## src/rtl/duck_flock.sv

```systemverilog
// duck_flock: up to four independent ducks (fly / hit / fall / escape) sharing one trigger,
// plus a registered sprite-ROM address path for the colour mapper.

module duck_flock #(
    parameter int NUM_DUCKS   = 2,
    parameter int DUCK_W      = 64,
    parameter int DUCK_H      = 64,
    parameter int SHEET_W     = 384,
    parameter int ADDR_W      = 16,
    parameter int X_MIN       = 100,
    parameter int X_MAX       = 400,
    parameter int Y_MIN       = 0,
    parameter int Y_MAX       = 245,
    parameter int X_STEP      = 2,
    parameter int Y_STEP      = 1,
    parameter int FALL_STEP   = 3,
    parameter int SPACING     = 96,
    parameter int ANIM_FRAMES = 10,
    parameter int HIT_FRAMES  = 30
) (
    input  logic                 Clk,
    input  logic                 Reset,
    input  logic                 frame_clk,
    input  logic                 start,
    input  logic                 trigger,
    input  logic [9:0]           shot_x,
    input  logic [9:0]           shot_y,
    input  logic [9:0]           DrawX,
    input  logic [9:0]           DrawY,
    output logic                 is_duck,
    output logic [1:0]           duck_id,
    output logic [ADDR_W-1:0]    duck_addr,
    output logic [NUM_DUCKS-1:0] hit_mask,
    output logic [NUM_DUCKS-1:0] gone_mask,
    output logic                 round_done
);

    localparam int CNT_MAX = (ANIM_FRAMES > HIT_FRAMES) ? ANIM_FRAMES : HIT_FRAMES;
    localparam int CNT_W   = $clog2(CNT_MAX + 1);

    localparam logic [9:0]       X_MIN_V     = 10'(X_MIN);
    localparam logic [9:0]       X_MAX_V     = 10'(X_MAX);
    localparam logic [9:0]       Y_MIN_V     = 10'(Y_MIN);
    localparam logic [9:0]       Y_MAX_V     = 10'(Y_MAX);
    localparam logic [9:0]       X_STEP_V    = 10'(X_STEP);
    localparam logic [9:0]       Y_STEP_V    = 10'(Y_STEP);
    localparam logic [9:0]       DUCK_W_V    = 10'(DUCK_W);
    localparam logic [9:0]       DUCK_H_V    = 10'(DUCK_H);
    localparam logic [CNT_W-1:0] ANIM_LAST   = CNT_W'(ANIM_FRAMES - 1);
    localparam logic [CNT_W-1:0] HIT_LAST    = CNT_W'(HIT_FRAMES - 1);
    localparam logic [31:0]      ADDR_LIMIT  = 32'((64'd1 << ADDR_W) - 64'd1);

    typedef enum logic [2:0] {
        ST_IDLE = 3'd0,
        ST_FLY  = 3'd1,
        ST_HIT  = 3'd2,
        ST_FALL = 3'd3,
        ST_DOWN = 3'd4,
        ST_GONE = 3'd5
    } duck_state_e;

    duck_state_e      state_q [NUM_DUCKS];
    duck_state_e      state_d [NUM_DUCKS];
    logic [9:0]       x_q     [NUM_DUCKS];
    logic [9:0]       x_d     [NUM_DUCKS];
    logic [9:0]       y_q     [NUM_DUCKS];
    logic [9:0]       y_d     [NUM_DUCKS];
    logic             left_q  [NUM_DUCKS];
    logic             left_d  [NUM_DUCKS];
    logic [2:0]       pose_q  [NUM_DUCKS];
    logic [2:0]       pose_d  [NUM_DUCKS];
    logic [CNT_W-1:0] anim_q  [NUM_DUCKS];
    logic [CNT_W-1:0] anim_d  [NUM_DUCKS];
    logic [CNT_W-1:0] hcnt_q  [NUM_DUCKS];
    logic [CNT_W-1:0] hcnt_d  [NUM_DUCKS];

    logic [9:0]  sdx_s    [NUM_DUCKS];
    logic [9:0]  sdy_s    [NUM_DUCKS];
    logic [9:0]  pdx_s    [NUM_DUCKS];
    logic [9:0]  pdy_s    [NUM_DUCKS];
    logic [10:0] fall_y_s [NUM_DUCKS];

    logic [NUM_DUCKS-1:0] shot_in_s, pix_in_s, done_s;
    logic [NUM_DUCKS-1:0] hit_q, hit_d, gone_q, gone_d;
    logic                 bullet_used_s, pix_found_s;
    logic                 fc_q, tick_q, round_done_q;
    logic                 is_duck_q, is_duck_d;
    logic [1:0]           duck_id_q, duck_id_d;
    logic [ADDR_W-1:0]    duck_addr_q, duck_addr_d;
    logic [31:0]          addr_full_s;

    // Rising-edge detect of the frame strobe; tick is high the cycle after the edge is seen
    always_ff @(posedge Clk) begin
        if (Reset) begin
            fc_q   <= 1'b0;
            tick_q <= 1'b0;
        end else begin
            fc_q   <= frame_clk;
            tick_q <= frame_clk & ~fc_q;
        end
    end

    // Per-duck box tests against the crosshair and the current pixel (10-bit wrap = miss)
    always_comb begin
        for (int i = 0; i < NUM_DUCKS; i++) begin
            sdx_s[i]     = shot_x - x_q[i];
            sdy_s[i]     = shot_y - y_q[i];
            pdx_s[i]     = DrawX - x_q[i];
            pdy_s[i]     = DrawY - y_q[i];
            shot_in_s[i] = (sdx_s[i] < DUCK_W_V) && (sdy_s[i] < DUCK_H_V);
            pix_in_s[i]  = ((state_q[i] == ST_FLY) || (state_q[i] == ST_HIT) || (state_q[i] == ST_FALL))
                           && (pdx_s[i] < DUCK_W_V) && (pdy_s[i] < DUCK_H_V);
            done_s[i]    = (state_q[i] == ST_DOWN) || (state_q[i] == ST_GONE);
            fall_y_s[i]  = {1'b0, y_q[i]} + 11'(FALL_STEP);
        end
    end

    // Duck state machines; the bullet is consumed by the lowest-index flying duck it touches
    always_comb begin
        hit_d         = hit_q;
        gone_d        = gone_q;
        bullet_used_s = 1'b0;
        for (int i = 0; i < NUM_DUCKS; i++) begin
            state_d[i] = state_q[i];
            x_d[i]     = x_q[i];
            y_d[i]     = y_q[i];
            left_d[i]  = left_q[i];
            pose_d[i]  = pose_q[i];
            anim_d[i]  = anim_q[i];
            hcnt_d[i]  = hcnt_q[i];
            if (start) begin
                state_d[i] = ST_FLY;
                x_d[i]     = 10'(X_MIN + i * SPACING);
                y_d[i]     = Y_MAX_V;
                left_d[i]  = (i % 2) != 0;
                pose_d[i]  = 3'd0;
                anim_d[i]  = '0;
                hcnt_d[i]  = '0;
                hit_d[i]   = 1'b0;
                gone_d[i]  = 1'b0;
            end else begin
                case (state_q[i])
                    ST_FLY: begin
                        if (trigger && shot_in_s[i] && !bullet_used_s) begin
                            bullet_used_s = 1'b1;
                            state_d[i]    = ST_HIT;
                            pose_d[i]     = 3'd3;
                            hcnt_d[i]     = '0;
                            hit_d[i]      = 1'b1;
                        end else if (tick_q) begin
                            if (y_q[i] <= Y_MIN_V) begin
                                state_d[i] = ST_GONE;
                                gone_d[i]  = 1'b1;
                            end else begin
                                if (x_q[i] >= X_MAX_V) begin
                                    left_d[i] = 1'b1;
                                end else if (x_q[i] <= X_MIN_V) begin
                                    left_d[i] = 1'b0;
                                end else begin
                                    left_d[i] = left_q[i];
                                end
                                x_d[i] = left_d[i] ? (x_q[i] - X_STEP_V) : (x_q[i] + X_STEP_V);
                                // Y velocity can only ever be re-set to a climb, so it is implicit
                                y_d[i] = y_q[i] - Y_STEP_V;
                                if (anim_q[i] == ANIM_LAST) begin
                                    anim_d[i] = '0;
                                    pose_d[i] = (pose_q[i] == 3'd2) ? 3'd0 : (pose_q[i] + 3'd1);
                                end else begin
                                    anim_d[i] = anim_q[i] + CNT_W'(1);
                                end
                            end
                        end else begin
                            state_d[i] = ST_FLY;
                        end
                    end
                    ST_HIT: begin
                        if (tick_q) begin
                            if (hcnt_q[i] == HIT_LAST) begin
                                state_d[i] = ST_FALL;
                                pose_d[i]  = 3'd4;
                                anim_d[i]  = '0;
                            end else begin
                                hcnt_d[i] = hcnt_q[i] + CNT_W'(1);
                            end
                        end else begin
                            state_d[i] = ST_HIT;
                        end
                    end
                    ST_FALL: begin
                        if (tick_q) begin
                            if (fall_y_s[i] >= {1'b0, Y_MAX_V}) begin
                                y_d[i]     = Y_MAX_V;
                                state_d[i] = ST_DOWN;
                            end else begin
                                y_d[i] = fall_y_s[i][9:0];
                                if (anim_q[i] == ANIM_LAST) begin
                                    anim_d[i] = '0;
                                    pose_d[i] = (pose_q[i] == 3'd4) ? 3'd5 : 3'd4;
                                end else begin
                                    anim_d[i] = anim_q[i] + CNT_W'(1);
                                end
                            end
                        end else begin
                            state_d[i] = ST_FALL;
                        end
                    end
                    default: state_d[i] = state_q[i];
                endcase
            end
        end
    end

    // Sprite lookup for the lowest-index covering duck; out-of-range addresses read as 0
    always_comb begin
        is_duck_d   = 1'b0;
        duck_id_d   = 2'd0;
        duck_addr_d = '0;
        addr_full_s = 32'd0;
        pix_found_s = 1'b0;
        for (int i = 0; i < NUM_DUCKS; i++) begin
            if (pix_in_s[i] && !pix_found_s) begin
                pix_found_s = 1'b1;
                is_duck_d   = 1'b1;
                duck_id_d   = 2'(i);
                addr_full_s = (32'(pdy_s[i]) + (left_q[i] ? 32'(DUCK_H) : 32'd0)) * 32'(SHEET_W)
                              + 32'(pdx_s[i]) + 32'(pose_q[i]) * 32'(DUCK_W);
                duck_addr_d = (addr_full_s > ADDR_LIMIT) ? '0 : ADDR_W'(addr_full_s);
            end else begin
                pix_found_s = pix_found_s;
            end
        end
    end

    // State, result masks and pixel outputs
    always_ff @(posedge Clk) begin
        if (Reset) begin
            for (int i = 0; i < NUM_DUCKS; i++) begin
                state_q[i] <= ST_IDLE;
                x_q[i]     <= 10'd0;
                y_q[i]     <= 10'd0;
                left_q[i]  <= 1'b0;
                pose_q[i]  <= 3'd0;
                anim_q[i]  <= '0;
                hcnt_q[i]  <= '0;
            end
            hit_q        <= '0;
            gone_q       <= '0;
            round_done_q <= 1'b0;
            is_duck_q    <= 1'b0;
            duck_id_q    <= 2'd0;
            duck_addr_q  <= '0;
        end else begin
            for (int i = 0; i < NUM_DUCKS; i++) begin
                state_q[i] <= state_d[i];
                x_q[i]     <= x_d[i];
                y_q[i]     <= y_d[i];
                left_q[i]  <= left_d[i];
                pose_q[i]  <= pose_d[i];
                anim_q[i]  <= anim_d[i];
                hcnt_q[i]  <= hcnt_d[i];
            end
            hit_q        <= hit_d;
            gone_q       <= gone_d;
            round_done_q <= &done_s;
            is_duck_q    <= is_duck_d;
            duck_id_q    <= duck_id_d;
            duck_addr_q  <= duck_addr_d;
        end
    end

    assign is_duck    = is_duck_q;
    assign duck_id    = duck_id_q;
    assign duck_addr  = duck_addr_q;
    assign hit_mask   = hit_q;
    assign gone_mask  = gone_q;
    assign round_done = round_done_q;

endmodule

```

## config.mk

```make
export PLATFORM = sky130hd
export DESIGN_NAME = duck_flock
export DESIGN_NICKNAME = d
export VERILOG_FILES = /design/src/rtl/duck_flock.sv
export SDC_FILE = /design/constraint.sdc
export NUM_CORES = 1
export LEC_CHECK = 0
export CAP_MARGIN = 20
export CELL_PAD_IN_SITES_DETAIL_PLACEMENT = 1
export CELL_PAD_IN_SITES_GLOBAL_PLACEMENT = 1
export CORE_MARGIN = 4
export CORE_UTILIZATION = 46
export DETAILED_ROUTE_END_ITERATION = 6
export GPL_TIMING_DRIVEN = 0
export PLACE_DENSITY = 0.86
export SETUP_SLACK_MARGIN = 0.3
export SYNTH_ARGS = -nofsm -noshare
export SYNTH_HDL_FRONTEND = slang
export SYNTH_SLANG_ARGS = --single-unit
```

## constraint.sdc

```tcl
create_clock -name Clk -period 8.5 [get_ports Clk]
set_clock_uncertainty 0.1 [all_clocks]
set_input_delay 2.55 -clock Clk [delete_from_list [all_inputs] [get_ports Clk]]
set_output_delay 2.55 -clock Clk [all_outputs]
set_load 0.01 [all_outputs]
```

==> results.tsv <==
metric	value	unit
crit path time final	7.78	ns
Critical Path AT	7.94	ns
crit end category	flop	
FF-to-FF path depth	19	
final setup vio count	0	
Post-Syn Area	10200	µm²
clock buffer depth	2	
largest net degree at the start of global routing	17	
P&R area growth vs syn	12.9	%
Fin. Hold Viols	0	
crit-path cells	clkdlybuf4s50_1 > inv_1 > ha_1 > inv_1 > fa_1 > a211oi_1 > o21bai_1 > a21oi_1 > xnor2_1 > ha_1 > ha_1 > or4b_2 > o211ai_1 > o2111a_1 > nand4_1 > mux2i_1 > nand4b_1 > or3_1 > clkbuf_1 > clkbuf_1 > o32ai_1	
layout cell share with drive strength beyond 1	0.0403	
CP Max Fanout	10	
cts bufs inserted	9	
DRT iter0 DRCs	518	
residual DRC count	0	
wire length per cell	20.7	µm
cells after synthesis	1306	
largest area contributor in the netlist	dfxtp_1	
CP Launch Point	DrawY[0]	
flop2flop setup slack	2.66	ns
Clock Latency Late Sink	0.37	ns
Max rail drop VDD	0.000103	V
Post-synth top cells	ha_1 (130), nor2_1 (112), dfxtp_1 (97)	
Post-synth EDFFs	0	
drt pass-1 iters	6	
area share of the largest cell type after synthesis	0.191	
period utilisation layout	0.915	
starting density of the core	0.467	
Diodes inserted	0	
total length of routed wires	34.6	mm
Slowest-stage cell, CP	or4b_2	
core footprint	21800	µm²
ANT nets after route	0	
Max-cap violations	0	
Root Driver	clkbuf_16	
RePlAce Congestion	0.979	
pre-CTS WS	0.334	ns
Finished Core Util	0.527	
GRT Overall Usage	0.282	
Nets	1574	
Synthesized Nets	1495	
crit-path max cell delay	0.69	ns
run status	finished, final reports clean	
max-slew violations	0	
sequential area share after synthesis	0.191	
FF+latch count, synth	97	
Yosys cell types	82	
Final TNS setup	0	ns
vias per cell	6.22	
io pins	69	
clock slew at reported path FFs	0.07	ns
final instance area	11500	µm²
largest cells by area after synthesis	dfxtp_1 (19%), ha_1 (16%), a21oi_1 (4.7%)	
TritonCTS clock tree	done	
worst relative slew slack	0.303	
vias in the first global route	10800	
Achievable Freq	0.129	GHz
Worst Hold Class	flop to flop	
port bufs	66	
DP Area	11200	µm²
die height	157	µm
hold wc startpoint	fc_q	
Setup Crit Path Kind	input port to flop	
global-route wire length before repair	56.0	mm
pwr dens	158	nW/µm²
Yosys Warn Count	0	
initial antenna violation count	0	
Worst Tran Pin Value	1.04	ns
Req. time, crit path	8.66	ns
row count	54	
R2R Path Start	y_q[0][2]	
die footprint	24600	µm²
cts repair resizes	0	
hpwl dp	27.4	mm
via count	10400	
Cells on Worst Hold Path	1	
Worst Setup Slack, final	0.719	ns
most frequent cell after synthesis	ha_1	
predominant post-synthesis flop cell	dfxtp_1	
Power Total	1.81	mW
die span in x	157	µm
leakage power total	4.63	nW
Startpoint Class	input port	
RSZ-0062 raised after global routing	false	
fraction of registers with async set/reset	0	
Most common cell on crit path	ha_1	
total grt overflow	0	
Sink Count	97	
synthesized area per cell	7.80	µm²
H-tree levels	3	
-- metal layers --
layer / track usage / vias up / part of all wire
met3: 0.0445 / 75 / 0.045
li1: - / 4975 / -
met4: 0.0959 / 0 / 0.028
met5: 0 / - / 0
met1: 0.347 / 5069 / 0.43
met2: 0.501 / 271 / 0.50
-- area by class of cell --
type,instances,area (µm²)
Fill cell,2700,10300
Multi-Input combinational cell,1069,7710
Sequential cell,97,1940
Timing Repair Buffer,68,676
Tap cell,280,350
Inverter,91,342
Clock buffer,12,256
Buffer,49,195
Clock inverter,4,32.5
-- where the power goes --
part           switching [mW]  internal [mW]
registers              0.0117          0.464
logic                   0.542          0.375
clock network           0.203          0.217
total                   0.757           1.06
-- registers in the layout (all words and copies together) (netlist names) --
signal	cells
duck_addr	16
fc_q	1
left_q	2
y_q	20
pose_q	6
is_duck	1
gone_mask	2
state_q	6
tick_q	1
anim_q	10
hcnt_q	10
duck_id	1
x_q	18
hit_mask	2
round_done	1
-- layout by cell type, fill, tap and decap left out, drive strengths merged, types with 11 or more instances in the layout --
cell	count
a211oi	30
a21o	27
a21oi	96
a311oi	13
a31oi	17
and3	21
clkbuf	56
clkdlybuf4s50	66
dfxtp	97
fa	14
ha	130
inv	92
mux2i	19
nand2	94
nand2b	15
nand3	29
nand4	13
nor2	112
nor2b	20
nor3	38
nor4	16
o211ai	11
o21a	16
o21ai	66
o31ai	11
o32ai	18
or2	11
or3	17
xnor2	44
xor2	45
-- worst paths after layout --
check,endpoint
setup reg to reg,duck_addr[3]
hold reg to reg,tick_q
hold / removal,tick_q
setup / recovery,duck_addr[3]
-- critical path: cells and delay by family --
kind            cells  cell delay [ns]
simple gates        4             1.34
compound gates      6             1.29
buf+inv             5             1.01
mux                 1             0.19
fa+ha+maj           4             1.33
xor+xnor            1             0.24
-- per-stage QoR --
step,std cells,hold slack [ns]
after floorplan,1306,0.267
after global placement,1652,0.273
after detailed placement,1652,0.285
after CTS,1668,0.296
after global routing,1670,0.299
final,1670,0.290
-- cell families after synthesis --
kind of cell | count (synthesis) | share of synthesized area
AND/OR/NAND/NOR | 431 | 0.215
XOR/XNOR | 89 | 0.0765
multiplexers | 20 | 0.0198
buffers and inverters | 140 | 0.0527
other | 1 | 0.000368
flip-flops | 97 | 0.191
adder cells (fa/ha/maj) | 144 | 0.187
AO/OA/AOI/OAI | 384 | 0.258
-- what timing repair did --
item                                    in CTS  in global routing
endpoints found under the setup margin       0                  1
setup buffers                                0                  2
endpoints found under the hold margin        0                  0
hold buffers                                 0                  0
Power figures use the tool's default switching activity.
